**config.mk**
```make
export PLATFORM = sky130hd
export DESIGN_NAME = seq_decorr_flat
export DESIGN_NICKNAME = d
export VERILOG_FILES = /design/src/rtl/seq_decorr_if.sv /design/src/rtl/seq_decorr.sv /design/src/flat_wrapper.sv
export SDC_FILE = /design/constraint.sdc
export NUM_CORES = 1
export LEC_CHECK = 0
export BUFFER_PORTS_ARGS = -buffer_cell sky130_fd_sc_hd__buf_2
export CAP_MARGIN = 10
export CELL_PAD_IN_SITES_DETAIL_PLACEMENT = 1
export CELL_PAD_IN_SITES_GLOBAL_PLACEMENT = 2
export CORE_MARGIN = 10
export CORE_UTILIZATION = 45
export DETAILED_ROUTE_END_ITERATION = 10
export PLACE_DENSITY_LB_ADDON = 0.1
export SETUP_SLACK_MARGIN = 0.4
export SLEW_MARGIN = 20
export SYNTH_ARGS = -nofsm -noshare
export SYNTH_HDL_FRONTEND = slang
export SYNTH_SLANG_ARGS = --single-unit
```
**constraint.sdc**
```tcl
create_clock -name clk -period 4.2 [get_ports clk]
set_input_delay 0.21 -clock clk [delete_from_list [all_inputs] [get_ports clk]]
set_output_delay 0.21 -clock clk [all_outputs]
set_load 0.03 [all_outputs]
```
**src/rtl/seq_decorr_if.sv**
```systemverilog
// Bitstream bundle for seq_decorr: advance enable, the two input streams and
// the two registered decorrelated outputs.
interface seq_decorr_if;
  logic en;
  logic x;
  logic y;
  logic x_dec_r;
  logic y_dec_r;

  modport master (
    output en, x, y,
    input  x_dec_r, y_dec_r
  );

  modport slave (
    input  en, x, y,
    output x_dec_r, y_dec_r
  );
endinterface

```
**src/rtl/seq_decorr.sv**
```systemverilog
// Stochastic-bitstream decorrelator: each stream passes through its own
// LFSR-addressed shuffle buffer (read old bit, write new bit, same slot).
module seq_decorr #(
  parameter int unsigned DEPTH  = 4,
  parameter int unsigned LFSR_W = 8
) (
  input  logic         clk,
  input  logic         rst_n,
  seq_decorr_if.slave  bus
);

  localparam int unsigned IW = $clog2(DEPTH);
  localparam logic [LFSR_W-1:0] SEED_X = LFSR_W'(8'hA5);
  localparam logic [LFSR_W-1:0] SEED_Y = LFSR_W'(8'h3C);

  // Odd slots hold 1 so each buffer starts with DEPTH/2 ones.
  function automatic logic [DEPTH-1:0] buf_init();
    logic [DEPTH-1:0] p;
    p = '0;
    for (int unsigned i = 0; i < DEPTH; i++) begin
      p[i] = i[0];
    end
    return p;
  endfunction

  localparam logic [DEPTH-1:0] BUF_INIT = buf_init();

  function automatic logic [LFSR_W-1:0] lfsr_next(input logic [LFSR_W-1:0] s);
    return {s[LFSR_W-2:0], s[7] ^ s[5] ^ s[4] ^ s[3]};
  endfunction

  logic [DEPTH-1:0]  bufx, bufy;
  logic [LFSR_W-1:0] lfx, lfy;
  logic [IW-1:0]     idx_x, idx_y;
  logic              x_dec_q, y_dec_q;

  assign idx_x = lfx[IW-1:0];
  assign idx_y = lfy[IW-1:0];

  always_ff @(posedge clk or negedge rst_n) begin
    if (!rst_n) begin
      bufx    <= BUF_INIT;
      lfx     <= SEED_X;
      x_dec_q <= 1'b0;
    end else if (bus.en) begin
      x_dec_q     <= bufx[idx_x];
      bufx[idx_x] <= bus.x;
      lfx         <= lfsr_next(lfx);
    end
  end

  always_ff @(posedge clk or negedge rst_n) begin
    if (!rst_n) begin
      bufy    <= BUF_INIT;
      lfy     <= SEED_Y;
      y_dec_q <= 1'b0;
    end else if (bus.en) begin
      y_dec_q     <= bufy[idx_y];
      bufy[idx_y] <= bus.y;
      lfy         <= lfsr_next(lfy);
    end
  end

  assign bus.x_dec_r = x_dec_q;
  assign bus.y_dec_r = y_dec_q;

endmodule

```
**src/flat_wrapper.sv**
```systemverilog
// flat-port wrapper written by rule: the top's interface ports become plain ports
module seq_decorr_flat 
#(
  parameter int unsigned DEPTH  = 4,
  parameter int unsigned LFSR_W = 8
)
  (clk, rst_n, bus_en, bus_x, bus_y, bus_x_dec_r, bus_y_dec_r);
  seq_decorr_if bus_i ();
  input  logic clk;
  input  logic rst_n;
  input wire logic [$bits(bus_i.en)-1:0] bus_en;
  input wire logic [$bits(bus_i.x)-1:0] bus_x;
  input wire logic [$bits(bus_i.y)-1:0] bus_y;
  output wire logic [$bits(bus_i.x_dec_r)-1:0] bus_x_dec_r;
  output wire logic [$bits(bus_i.y_dec_r)-1:0] bus_y_dec_r;
  assign bus_i.en = bus_en;
  assign bus_i.x = bus_x;
  assign bus_i.y = bus_y;
  assign bus_x_dec_r = bus_i.x_dec_r;
  assign bus_y_dec_r = bus_i.y_dec_r;
  seq_decorr #(.DEPTH(DEPTH), .LFSR_W(LFSR_W)) u_core (.clk(clk), .rst_n(rst_n), .bus(bus_i));
endmodule
```
==> flow_summary.ini <==
[layout]
multi_input_area_sq_um = 435
final_cell_mix = mux2_2, dfrtp_1, dfstp_2
layout-drive-gt1-share_pct = 54.1
fill_cells = 245
area_growth_pct = 8.80
fin_util_pct = 50.3
diodes = 0
layout_commonest_cell = mux2_2
final_nets = 91
regArea_sq_um = 666

[clock_network]
postCtsSetupRepairBufs = 0
cts.sink_count = 26
numCtsBuffers = 3
htree_levels = 1
cts_resized = 0
hold_buffers = 1
root_buffer = clkbuf_4
cts_tree = yes
insertion_delay_ns = 0.31
clk_pin_slew_ns = 0.14
clock_path_buffers = 2

[logic_synthesis]
yosys.area.top_type_share_pct = 31.2
synth_cells = 77
avgSynthCellArea_sq_um = 14.6
yosysTopAreaCell = dfrtp_1
ys_ff_latch = 26
yosys_warnings = 0
synth.distinct_cells = 15
synth_nets = 82
synth_area_sq_um = 1120
ys_seq_area_share_pct = 59.2
synth_area_leaders = dfrtp_1, dfstp_2, mux2_2

[worst_hold_path]
hold_class = in -> reg

[place]
numPortBuffers = 6
globalplace.congestion = 0.684

[routing]
route.detailed.drc = 0
vias = 595
ant_nets = 0
firstDrtPassIters = 4
routed_via_density = 5.17
drt_iter0_drc = 27
wire_per_inst_um = 15.6
totalWireLength_mm = 1.79

[worst_setup_path]
critPathLaunchType = flip-flop
cp.required_ns = 4.42
crit_fanout = 7
crit_path_end_kind = flip-flop
crit_arrival_ns = 1.71
critPathKind = reg -> reg

[floorplanning]
die_width_um = 70.0
ioPinCount = 7
rows = 18
initial_core_util_pct = 46.2
core_sq_um = 2430
die_h_um = 70.0
dieArea_sq_um = 4900

[timing]
finalSetupViolCount = 0
fin_skew_ns = 0.00297
grt_setup_unrepaired = no
fmax_mhz = 670
fin_crit_sh_pct = 35.5
tightest_slew_ns = 0.568
finalHoldViolCount = 0
relSlewSlack_pct = 62.1
tns_ns = 0
slew_viol_final = 0
period_minus_slack_ns = 1.49

[power]
ir_drop_mv = 0.425
power.leakage_nw = 0.497
power_density_nw_per_um2 = 772

[grt]
grt_pass1_vias = 668
grt_use_total_pct = 7.48
top_usage_layer = met2
grt_pass1_wl_mm = 3.04
antenna_found_initial = 0
met2_usage_pct = 12.2
use_met3_pct = 2.26
grt_max_degree = 29
use_met1_pct = 8.55
gr-total-overflow = 0

[run_status]
outcome = complete, no violations

[job]
cap_violations = 0
## flip-flops by register name, indices dropped and copies added, names as in the netlist
| register | flops |
|---|---|
| u_core.bus.y_dec_r | 1 |
| u_core.bus.x_dec_r | 1 |
| u_core.lfx | 8 |
| u_core.bufy | 4 |
| u_core.bufx | 4 |
| u_core.lfy | 8 |
## synth_stat cells
library cell   n
mux2_2        20
dfrtp_1       14
dfstp_2       12
xnor2_1        6
nor2_1         4
buf_2          3
a21oi_1        2
inv_1          2
mux2_4         2
mux4_2         2
nand2_1        2
nand3_1        2
nand3b_1       2
nor3b_1        2
o21ai_0        2
## worst max-delay path, stage by stage, from the launching register on
cell,delay [ns]
dfstp_2,0.62
mux4_2,0.50
mux2_4,0.27
## report_power, final
group	internal, mW	switching [mW]	total (mW)
combinational	0.199	0.112	0.311
clock	0.0529	0.0707	0.124
sequential	0.411	0.0977	0.508
## path summary, 6_finish.rpt
path / from / endpoint / slack (ns) / cells past startpoint
setup / recovery: u_core.lfx[0] / u_core.bus.x_dec_r / 2.71 / 2
hold / removal: bus_x / u_core.bufx[2] / 0.18 / 2
setup reg to reg: u_core.lfx[0] / u_core.bus.x_dec_r / 2.71 / 2
hold reg to reg: u_core.lfy[2] / u_core.lfy[2] / 0.49 / 2
max in group asynchronous: rst_n / u_core.bufx[3] / 3.41 / 2
min in group asynchronous: rst_n / u_core.lfy[6] / 0.41 / 2
## through the flow
step	std cells	hold slack, ns	power, mW	cell area [sq um]	setup slack [ns]
floorplan	77	-0.0856	0.754	1120	2.77
global route	115	0.165	1.02	1220	2.68
CTS	115	0.163	0.960	1220	2.70
global placement	110	0.232	0.811	1180	2.75
finish	115	0.177	0.943	1220	2.71
detailed placement	110	0.233	0.832	1180	2.72
## routing by layer
| layer | up-vias | routed length, um |
|---|---|---|
| met3 | 2 | 77 |
| met4 | 0 | 13 |
| met5 | - | 0 |
| li1 | 283 | - |
| met2 | 5 | 909 |
| met1 | 305 | 791 |
## area by class of cell
| class | count | area share, % |
|---|---|---|
| clock buffer | 4 | 2.97 |
| inverter | 2 | 0.614 |
| multi-input combinational | 46 | 35.6 |
| sequential | 26 | 54.5 |
| tap | 30 | 3.07 |
| timing repair buffer | 7 | 3.28 |
## logic make-up (layout without fill, tap and decap cells)
logic type             Yosys count  after routing  synth area share, %
flip-flops                      26             26                 59.2
multiplexers                    24             24                 26.7
AND/OR/NAND/NOR                 12             12                 5.57
XOR/XNOR                         6              6                 4.68
buffers and inverters            5             13                 2.00
AO/OA/AOI/OAI                    4              4                 1.78
Note: power is estimated with default switching activity, not from simulation.
